File: src/rtl/imm_encoder.sv
// imm_encoder: packs format/opcode/register/funct/immediate fields into an
// RV32I instruction word. Two-stage valid/ready pipeline: S1 holds the raw
// request and validates the immediate, S2 holds the packed word.
module imm_encoder #(
  parameter bit CHECK_RANGE = 1'b1,
  parameter int COUNT_W     = 16
) (
  input  logic               clk,
  input  logic               reset,
  input  logic               in_valid,
  output logic               in_ready,
  input  logic [2:0]         imm_sel,
  input  logic [6:0]         opcode,
  input  logic [4:0]         rd,
  input  logic [4:0]         rs1,
  input  logic [4:0]         rs2,
  input  logic [2:0]         funct3,
  input  logic [31:0]        imm,
  output logic               out_valid,
  input  logic               out_ready,
  output logic [31:0]        instr,
  output logic               out_err,
  output logic [1:0]         err_code,
  output logic [COUNT_W-1:0] enc_count
);

  // format select codes shared with the decode side
  localparam logic [2:0] I_TYPE = 3'd0;
  localparam logic [2:0] S_TYPE = 3'd1;
  localparam logic [2:0] B_TYPE = 3'd2;
  localparam logic [2:0] U_TYPE = 3'd3;
  localparam logic [2:0] J_TYPE = 3'd4;

  localparam logic [1:0]  ERR_OK    = 2'b00;
  localparam logic [1:0]  ERR_RANGE = 2'b01;
  localparam logic [1:0]  ERR_ALIGN = 2'b10;
  localparam logic [1:0]  ERR_SEL   = 2'b11;
  localparam logic [31:0] NOP       = 32'h0000_0013;
  localparam int          STAGES    = 2;

  typedef struct packed {
    logic [2:0]  sel;
    logic [6:0]  opcode;
    logic [4:0]  rd;
    logic [4:0]  rs1;
    logic [4:0]  rs2;
    logic [2:0]  funct3;
    logic [31:0] imm;
  } enc_req_t;

  enc_req_t          s1_req;
  logic [STAGES:1]   vld_pipe;
  logic              s1_valid, s2_valid, s2_adv, in_fire;
  logic [1:0]        s1_err;
  logic [31:0]       s1_word;
  logic              fit11, fit12, fit20;

  assign s1_valid  = vld_pipe[1];
  assign s2_valid  = vld_pipe[2];
  assign s2_adv    = !s2_valid || out_ready;
  assign in_ready  = !s1_valid || s2_adv;
  assign in_fire   = in_valid && in_ready;
  assign out_valid = s2_valid;

  // sign-extension checks: the dropped upper bits must all match the kept sign bit
  assign fit11 = (&s1_req.imm[31:11]) || !(|s1_req.imm[31:11]);
  assign fit12 = (&s1_req.imm[31:12]) || !(|s1_req.imm[31:12]);
  assign fit20 = (&s1_req.imm[31:20]) || !(|s1_req.imm[31:20]);

  // classify the S1 immediate; bad select beats misalignment beats range
  always_comb begin
    s1_err = ERR_OK;
    case (s1_req.sel)
      I_TYPE, S_TYPE: if (CHECK_RANGE && !fit11) s1_err = ERR_RANGE;
      B_TYPE: begin
        if (CHECK_RANGE && s1_req.imm[0]) s1_err = ERR_ALIGN;
        else if (CHECK_RANGE && !fit12)   s1_err = ERR_RANGE;
      end
      J_TYPE: begin
        if (CHECK_RANGE && s1_req.imm[0]) s1_err = ERR_ALIGN;
        else if (CHECK_RANGE && !fit20)   s1_err = ERR_RANGE;
      end
      U_TYPE: if (CHECK_RANGE && (s1_req.imm[11:0] != 12'h000)) s1_err = ERR_RANGE;
      default: s1_err = ERR_SEL;
    endcase
  end

  // scatter immediate bits into the format's fixed positions; errors emit a NOP
  always_comb begin
    s1_word = NOP;
    case (s1_req.sel)
      I_TYPE: s1_word = {s1_req.imm[11:0], s1_req.rs1, s1_req.funct3, s1_req.rd, s1_req.opcode};
      S_TYPE: s1_word = {s1_req.imm[11:5], s1_req.rs2, s1_req.rs1, s1_req.funct3,
                         s1_req.imm[4:0], s1_req.opcode};
      B_TYPE: s1_word = {s1_req.imm[12], s1_req.imm[10:5], s1_req.rs2, s1_req.rs1,
                         s1_req.funct3, s1_req.imm[4:1], s1_req.imm[11], s1_req.opcode};
      U_TYPE: s1_word = {s1_req.imm[31:12], s1_req.rd, s1_req.opcode};
      J_TYPE: s1_word = {s1_req.imm[20], s1_req.imm[10:1], s1_req.imm[11],
                         s1_req.imm[19:12], s1_req.rd, s1_req.opcode};
      default: s1_word = NOP;
    endcase
    if (s1_err != ERR_OK) s1_word = NOP;
  end

  // stage occupancy: S1 refills on accept, S2 takes S1 whenever it may advance
  always_ff @(posedge clk or posedge reset) begin
    if (reset) begin
      vld_pipe <= '0;
    end else begin
      vld_pipe[1] <= in_fire || (s1_valid && !s2_adv);
      if (s2_adv) vld_pipe[2] <= s1_valid;
    end
  end

  // S1 request capture
  always_ff @(posedge clk or posedge reset) begin
    if (reset)        s1_req <= '0;
    else if (in_fire) s1_req <= '{sel: imm_sel, opcode: opcode, rd: rd, rs1: rs1,
                                  rs2: rs2, funct3: funct3, imm: imm};
  end

  // S2 output word; held while the consumer stalls
  always_ff @(posedge clk or posedge reset) begin
    if (reset) begin
      instr    <= '0;
      out_err  <= 1'b0;
      err_code <= ERR_OK;
    end else if (s1_valid && s2_adv) begin
      instr    <= s1_word;
      out_err  <= (s1_err != ERR_OK);
      err_code <= s1_err;
    end
  end

  // saturating count of clean words handed to the consumer
  always_ff @(posedge clk or posedge reset) begin
    if (reset)
      enc_count <= '0;
    else if (out_valid && out_ready && !out_err && (enc_count != {COUNT_W{1'b1}}))
      enc_count <= enc_count + COUNT_W'(1);
  end

endmodule

File: config.mk
export PLATFORM = sky130hd
export DESIGN_NAME = imm_encoder
export DESIGN_NICKNAME = d
export VERILOG_FILES = /design/src/rtl/imm_encoder.sv
export SDC_FILE = /design/constraint.sdc
export NUM_CORES = 1
export LEC_CHECK = 0
export ABC_AREA = 1
export CORE_MARGIN = 3
export CORE_UTILIZATION = 24
export CTS_BUF_LIST = sky130_fd_sc_hd__clkbuf_4 sky130_fd_sc_hd__clkbuf_8 sky130_fd_sc_hd__clkbuf_16
export DETAILED_ROUTE_END_ITERATION = 10
export PLACE_DENSITY_LB_ADDON = 0.2
export SYNTH_ARGS = -nofsm -noshare
export SYNTH_HDL_FRONTEND = slang
export SYNTH_SLANG_ARGS = --single-unit
File: constraint.sdc
create_clock -name clk -period 3.4 [get_ports clk]
set_input_delay 0.51 -clock clk [delete_from_list [all_inputs] [get_ports clk]]
set_output_delay 0.51 -clock clk [all_outputs]
set_load 0.02 [all_outputs]
### Word-level counts from Yosys, hierarchy flattened

Cells that the tools add are included.

| word-level totals | value |
|---|---|
| bits in registers | 113 |
| bits in latches | 0 |
| memory bits (writable) | 0 |
| memory bits (read-only) | 0 |
| bits of input ports | 64 |
| word-level logic and storage cells | 57 |
| memories | 0 |

| operators by class | value |
|---|---|
| add/subtract/negate cells | 1 |
| $mul | 0 |
| div/mod/pow operators | 0 |
| order comparisons | 0 |
| equality and inequality tests | 5 |
| shift operators | 0 |
| muxes and demuxes | 9 |
| bitwise logic cells | 0 |
| reduce and logical (&&, ||, !) cells | 29 |

Operators with widths:

| operator | count |
|---|---|
| $pmux 32 s5 | 1 |
| $mux 32 | 1 |
| $reduce_and 21->1 | 1 |
| $reduce_or 21->1 | 1 |
| $reduce_and 20->1 | 1 |
| $reduce_or 20->1 | 1 |
| $add 16x1->16 const B | 1 |
| $ne 16x16->1 const B | 1 |
| $reduce_and 12->1 | 1 |
| $reduce_bool 12->1 | 1 |
| $reduce_or 12->1 | 1 |
| $pmux 2 s4 | 1 |
| $logic_not 1->1 | 7 |
| $eq 3x2->1 const B | 2 |
| $logic_and 1x1->1 | 6 |
| $logic_or 1x1->1 | 6 |
| $mux 1 | 4 |
| $mux 2 | 2 |
| $eq 3x1->1 const B | 1 |
| $eq 3x3->1 const B | 1 |
| $logic_not 3->1 | 1 |
| $reduce_bool 2->1 | 1 |
| $reduce_or 2->1 | 1 |

### Longest topological paths before layout

| depth | value |
|---|---|
| depth in word-level cells | 8 |
| depth in mapped cells | 11 |

### Worst setup path before layout

No wires, ideal clock.

| path | value |
|---|---|
| path type | input to register |
| from | input out_ready |
| to | register s1_req[0] (netlist bit) |
| arrival time | 1.614 ns |
| path slack | 1.661 ns |
| stages | 6 |
| path buffers | 2 |
| cells stage by stage | inv_1 -> nand3_1 -> nand2_1 -> buf_2 -> buf_4 -> mux2_2 |

| on the way | value |
|---|---|
| longest elaborated chain between the ends | 3 |

Ends and longest elaborated chain:

| element | line | text |
|---|---|---|
| start: declaration | 20 | `input logic out_ready,` |
| $logic_or 1x1->1 | 60 | `assign s2_adv = !s2_valid \|\| out_ready;` |
| $logic_or 1x1->1 | 61 | `assign in_ready = !s1_valid \|\| s2_adv;` |
| named net in_ready | 11 | `output logic in_ready,` |
| $logic_and 1x1->1 | 62 | `assign in_fire = in_valid && in_ready;` |
| end signal: assignment | 118 | `else if (in_fire) s1_req <= '{sel: imm_sel, opcode: opcode, rd: rd, rs1: rs1,` |
| end: declaration | 51 | `enc_req_t s1_req;` |

The timed path passes the listed nets, and every way through them passes these cells.
A chain may end at the register's enable or synchronous reset.

### Worst setup path in the final report

| path | value |
|---|---|
| from | input out_ready |
| to | output in_ready |

| on the way | value |
|---|---|
| longest elaborated chain between the ends | 2 |

Ends and longest elaborated chain:

| element | line |
|---|---|
| $logic_or 1x1->1 | 60 |
| $logic_or 1x1->1 | 61 |
| end: declaration | 11 |

No other way between the ends.

==> parameters.txt <==
Parameter                              Value

Run status
  Result of the run    completed

Synth
  Largest cells by area after synthesis    sky130_fd_sc_hd__dfrtp_1 52%, sky130_fd_sc_hd__nand2_1 12%, sky130_fd_sc_hd__mux2_2 11%
  Number of cells produced by synthesis    approximately 580
  Synth top cells by count    169 x sky130_fd_sc_hd__nand2_1, 113 x sky130_fd_sc_hd__dfrtp_1, 64 x sky130_fd_sc_hd__nor2_1
  Synth Area per Inst    a little over 9 µm²
  #FFs+latches synth    113
  Most common cell in the netlist    sky130_fd_sc_hd__nand2_1
  Largest area contributor in the netlist    sky130_fd_sc_hd__dfrtp_1
  Warnings, synthesis    0
  Count of flip-flops with a built-in enable after synthesis    0
  Portion of the post-synthesis area used by sequential elements    ~52%
  Post-Synthesis Cell Area    5390 µm²
  Number of library cell types mapped by synthesis    30
  Synthesized netlist net count    642
  Share of flip-flops with an asynchronous set or reset    100%
  Portion of synthesized cell area occupied by the leading cell type    a little over half
  Predominant post-synthesis flop cell    sky130_fd_sc_hd__dfrtp_1

Floorplan
  Total Die Area    24300 µm²
  Core Footprint    22000 µm²
  Cell Rows    54
  Overall die height    between 150 and 200 µm
  Initial core utilization    24.6%
  Top Ports    approximately 120
  Die width    ~160 µm

STA
  Final hold violation count    0
  Fin Hold WS    about 0.49 ns
  Transition time at the pin with the least slew margin    0.855 ns
  Worst max-slew margin expressed relative to the limit    42.9%
  Max Transition Viols Final    0
  Final setup violation count    0
  Summed negative setup slack over all endpoints    0 ns
  Final worst slack    1.10 ns
  Setup repair after global routing missed its margin    false
  Clock period minus worst slack    2.30 ns
  Final Cycle Share    67.6%
  Clock tree skew after final layout    roughly 0.0065 ns
  Highest Clock Rate    around 440 MHz

Worst setup path
  Data arrival time of the critical path    1.79 ns
  Element type at the critical path end    output pin
  R2r startpoint    s1_req[57]
  CP required    just under 3 ns
  Internal reg-to-reg setup slack    1.19 ns
  Worst Setup Path Type    primary input to output pin
  Worst reg-to-reg path cell count    9
  Critical Path Start Type    primary input
  Crit Reg-Reg Endpoint    instr[0]
  Max Fanout on Critical Path    3

Placement
  Final HPWL from detailed placement    11600 µm
  Port Buffers    116
  Worst setup slack after placement    0.996 ns
  Weighted congestion reported at the end of routability-driven placement    between 0.7 and 0.8

Power
  Combinational cell fraction of total power    about a fifth
  Int Pwr    between 3 and 4 mW
  IR Drop Worst-Case VDD    264 µV
  Sw Pwr    1.31 mW
  Standby leakage power    3.27 nW
  Part of the total power dissipated in the clock network    39.4%
  Net switching share of the total power    30.1%
  Fraction of power consumed by sequential logic    39.4%
  Ratio of total power to cell area    a little under 600 nW/µm²

Job
  Number of maximum-capacitance constraint violations    0

Route
  Number of routed nets with antenna violations    0
  Routed wire length    15600 µm
  Number of optimization iterations in the first detailed-route pass    5
  Average wire per standard cell    15.7 µm
  Remaining DRCs    0
  Via total after detailed routing    4441
  Average via count per standard cell    4.49
  DRC marker count from the first detailed-route iteration    between 150 and 200

CTS
  Clk Tree Root Cell    sky130_fd_sc_hd__clkbuf_16
  Post-CTS setup buffer count    0
  Clock latency at the later pin of the worst-skew pair    0.41 ns
  H-tree Lvls    4
  TritonCTS Buffers    17
  TritonCTS clock tree    built
  CTS resizes    0
  Max Root-Sink Buffers    2
  # clock sinks    113
  Hold buffer count at cts    0
  Clock edge transition at the registers on the reported setup and hold paths    0.05 ns

Final layout
  FILL cells    2237
  Fraction of layout instances using a drive strength above 1    16.1%
  Area growth from synthesis to layout    37.7%
  Number of nets in the finished design    about 760
  Antenna Cells    0

GRT
  Combined global-route utilization of all metal layers    13.2%
  Largest net degree at the start of global routing    40
  Wire length of the first global-routing pass    around 25000 µm
  Residual overflow from global routing    0
  Vias in the first global route    4742
  Initial antenna violation count    0

Worst hold path
  Worst min path class    flip-flop to flip-flop
  Hold endpoint    instr[22]
  Source of the worst hold timing path    instr[22]
  Min-Delay Path Depth    2
==> flip-flops by register name (all words and copies together), names as in the netlist <==
| name | flops |
|---|---|
| enc_count | 16 |
| out_err | 1 |
| instr | 32 |
| vld_pipe | 2 |
| err_code | 2 |
| s1_req | 60 |
==> how the worst max path moves through the flow <==
| stage | slack [ns] | end | start |
|---|---|---|---|
| after detailed placement | 1.0 | s1_req[43] | out_ready |
| after CTS | 1.11 | in_ready | out_ready |
| after global placement | 1.02 | s1_req[16] | out_ready |
| final | 1.10 | in_ready | out_ready |
| after floorplan | 1.52 | enc_count[0] | reset |
| after global routing | 0.91 | instr[4] | s1_req[57] |
==> cell type report <==
class / count / area [µm²] / share of cell area (%)
tap: 280 / 350 / 4.72
timing repair buffer: 122 / 1270 / 17.1
multi-input combinational: 411 / 2290 / 30.8
clock buffer: 20 / 454 / 6.12
sequential: 113 / 2830 / 38.1
clock inverter: 12 / 116 / 1.57
inverter: 31 / 120 / 1.62
==> kinds of logic after synthesis <==
group / synth area share [%]
xor+xnor: 2.27
mux: 11.5
compound gates: 3.94
buf+inv: 5.17
flops: 52.4
simple gates: 24.5
fa+ha+maj: 0.232
==> worst max-delay path, stage by stage <==
cell and delay (ns):
sky130_fd_sc_hd__clkdlybuf4s50_1 0.48, sky130_fd_sc_hd__inv_1 0.06, sky130_fd_sc_hd__nand3_1 0.11, sky130_fd_sc_hd__clkdlybuf4s50_1 0.63
==> power by group through the flow <==
stage                     Combinational (mW)  Clock (mW)  Sequential [mW]
final                                  0.922        1.71             1.71
after global routing                    1.02        1.82             1.74
after CTS                              0.937        1.76             1.71
after detailed placement               0.934           0             1.73
after global placement                 0.914           0             1.72
after floorplan                        0.502           0             1.76
==> metrics by stage <==
| step | instances | cell area, µm² | power (mW) | utilization (%) |
|---|---|---|---|---|
| after global placement | 957 | 6860 | 2.64 | 31.2 |
| after detailed placement | 957 | 6860 | 2.67 | 31.2 |
| after CTS | 989 | 7430 | 4.41 | 33.8 |
| final | 989 | 7430 | 4.35 | 33.8 |
| after floorplan | 577 | 5400 | 2.27 | - |
| after global routing | 989 | 7430 | 4.58 | 33.8 |
==> cells in the final DEF (no fill, tap or decap), types with 3 or more instances in the layout <==
| cell | synthesis | final |
|---|---|---|
| sky130_fd_sc_hd__inv_1 | 22 | 21 |
| sky130_fd_sc_hd__inv_2 | 9 | 9 |
| sky130_fd_sc_hd__xor2_1 | 11 | 11 |
| sky130_fd_sc_hd__nand2_2 | 3 | 4 |
| sky130_fd_sc_hd__a22oi_1 | 12 | 12 |
| sky130_fd_sc_hd__buf_12 | 0 | 5 |
| sky130_fd_sc_hd__nor2_1 | 64 | 64 |
| sky130_fd_sc_hd__nand2_1 | 169 | 168 |
| sky130_fd_sc_hd__dfrtp_1 | 113 | 113 |
| sky130_fd_sc_hd__clkdlybuf4s50_1 | 0 | 116 |
| sky130_fd_sc_hd__a21oi_1 | 13 | 13 |
| sky130_fd_sc_hd__clkbuf_16 | 0 | 17 |
| sky130_fd_sc_hd__mux2_2 | 55 | 55 |
| sky130_fd_sc_hd__nand4_1 | 34 | 34 |
| sky130_fd_sc_hd__o21ai_0 | 5 | 5 |
| sky130_fd_sc_hd__xnor2_1 | 3 | 3 |
| sky130_fd_sc_hd__nand3_1 | 22 | 22 |
| sky130_fd_sc_hd__nor3_1 | 7 | 7 |
| sky130_fd_sc_hd__clkinv_2 | 0 | 8 |
==> layer usage <==
metal  up-vias  GRT usage (%)  wire (µm)
met5         -              0          0
met4         0           3.91        183
met3        14           3.63        757
met2       116           21.4       7420
met1      2148           17.4       7200
li1       2163              -          -
Note: power is estimated with default switching activity, not from simulation.
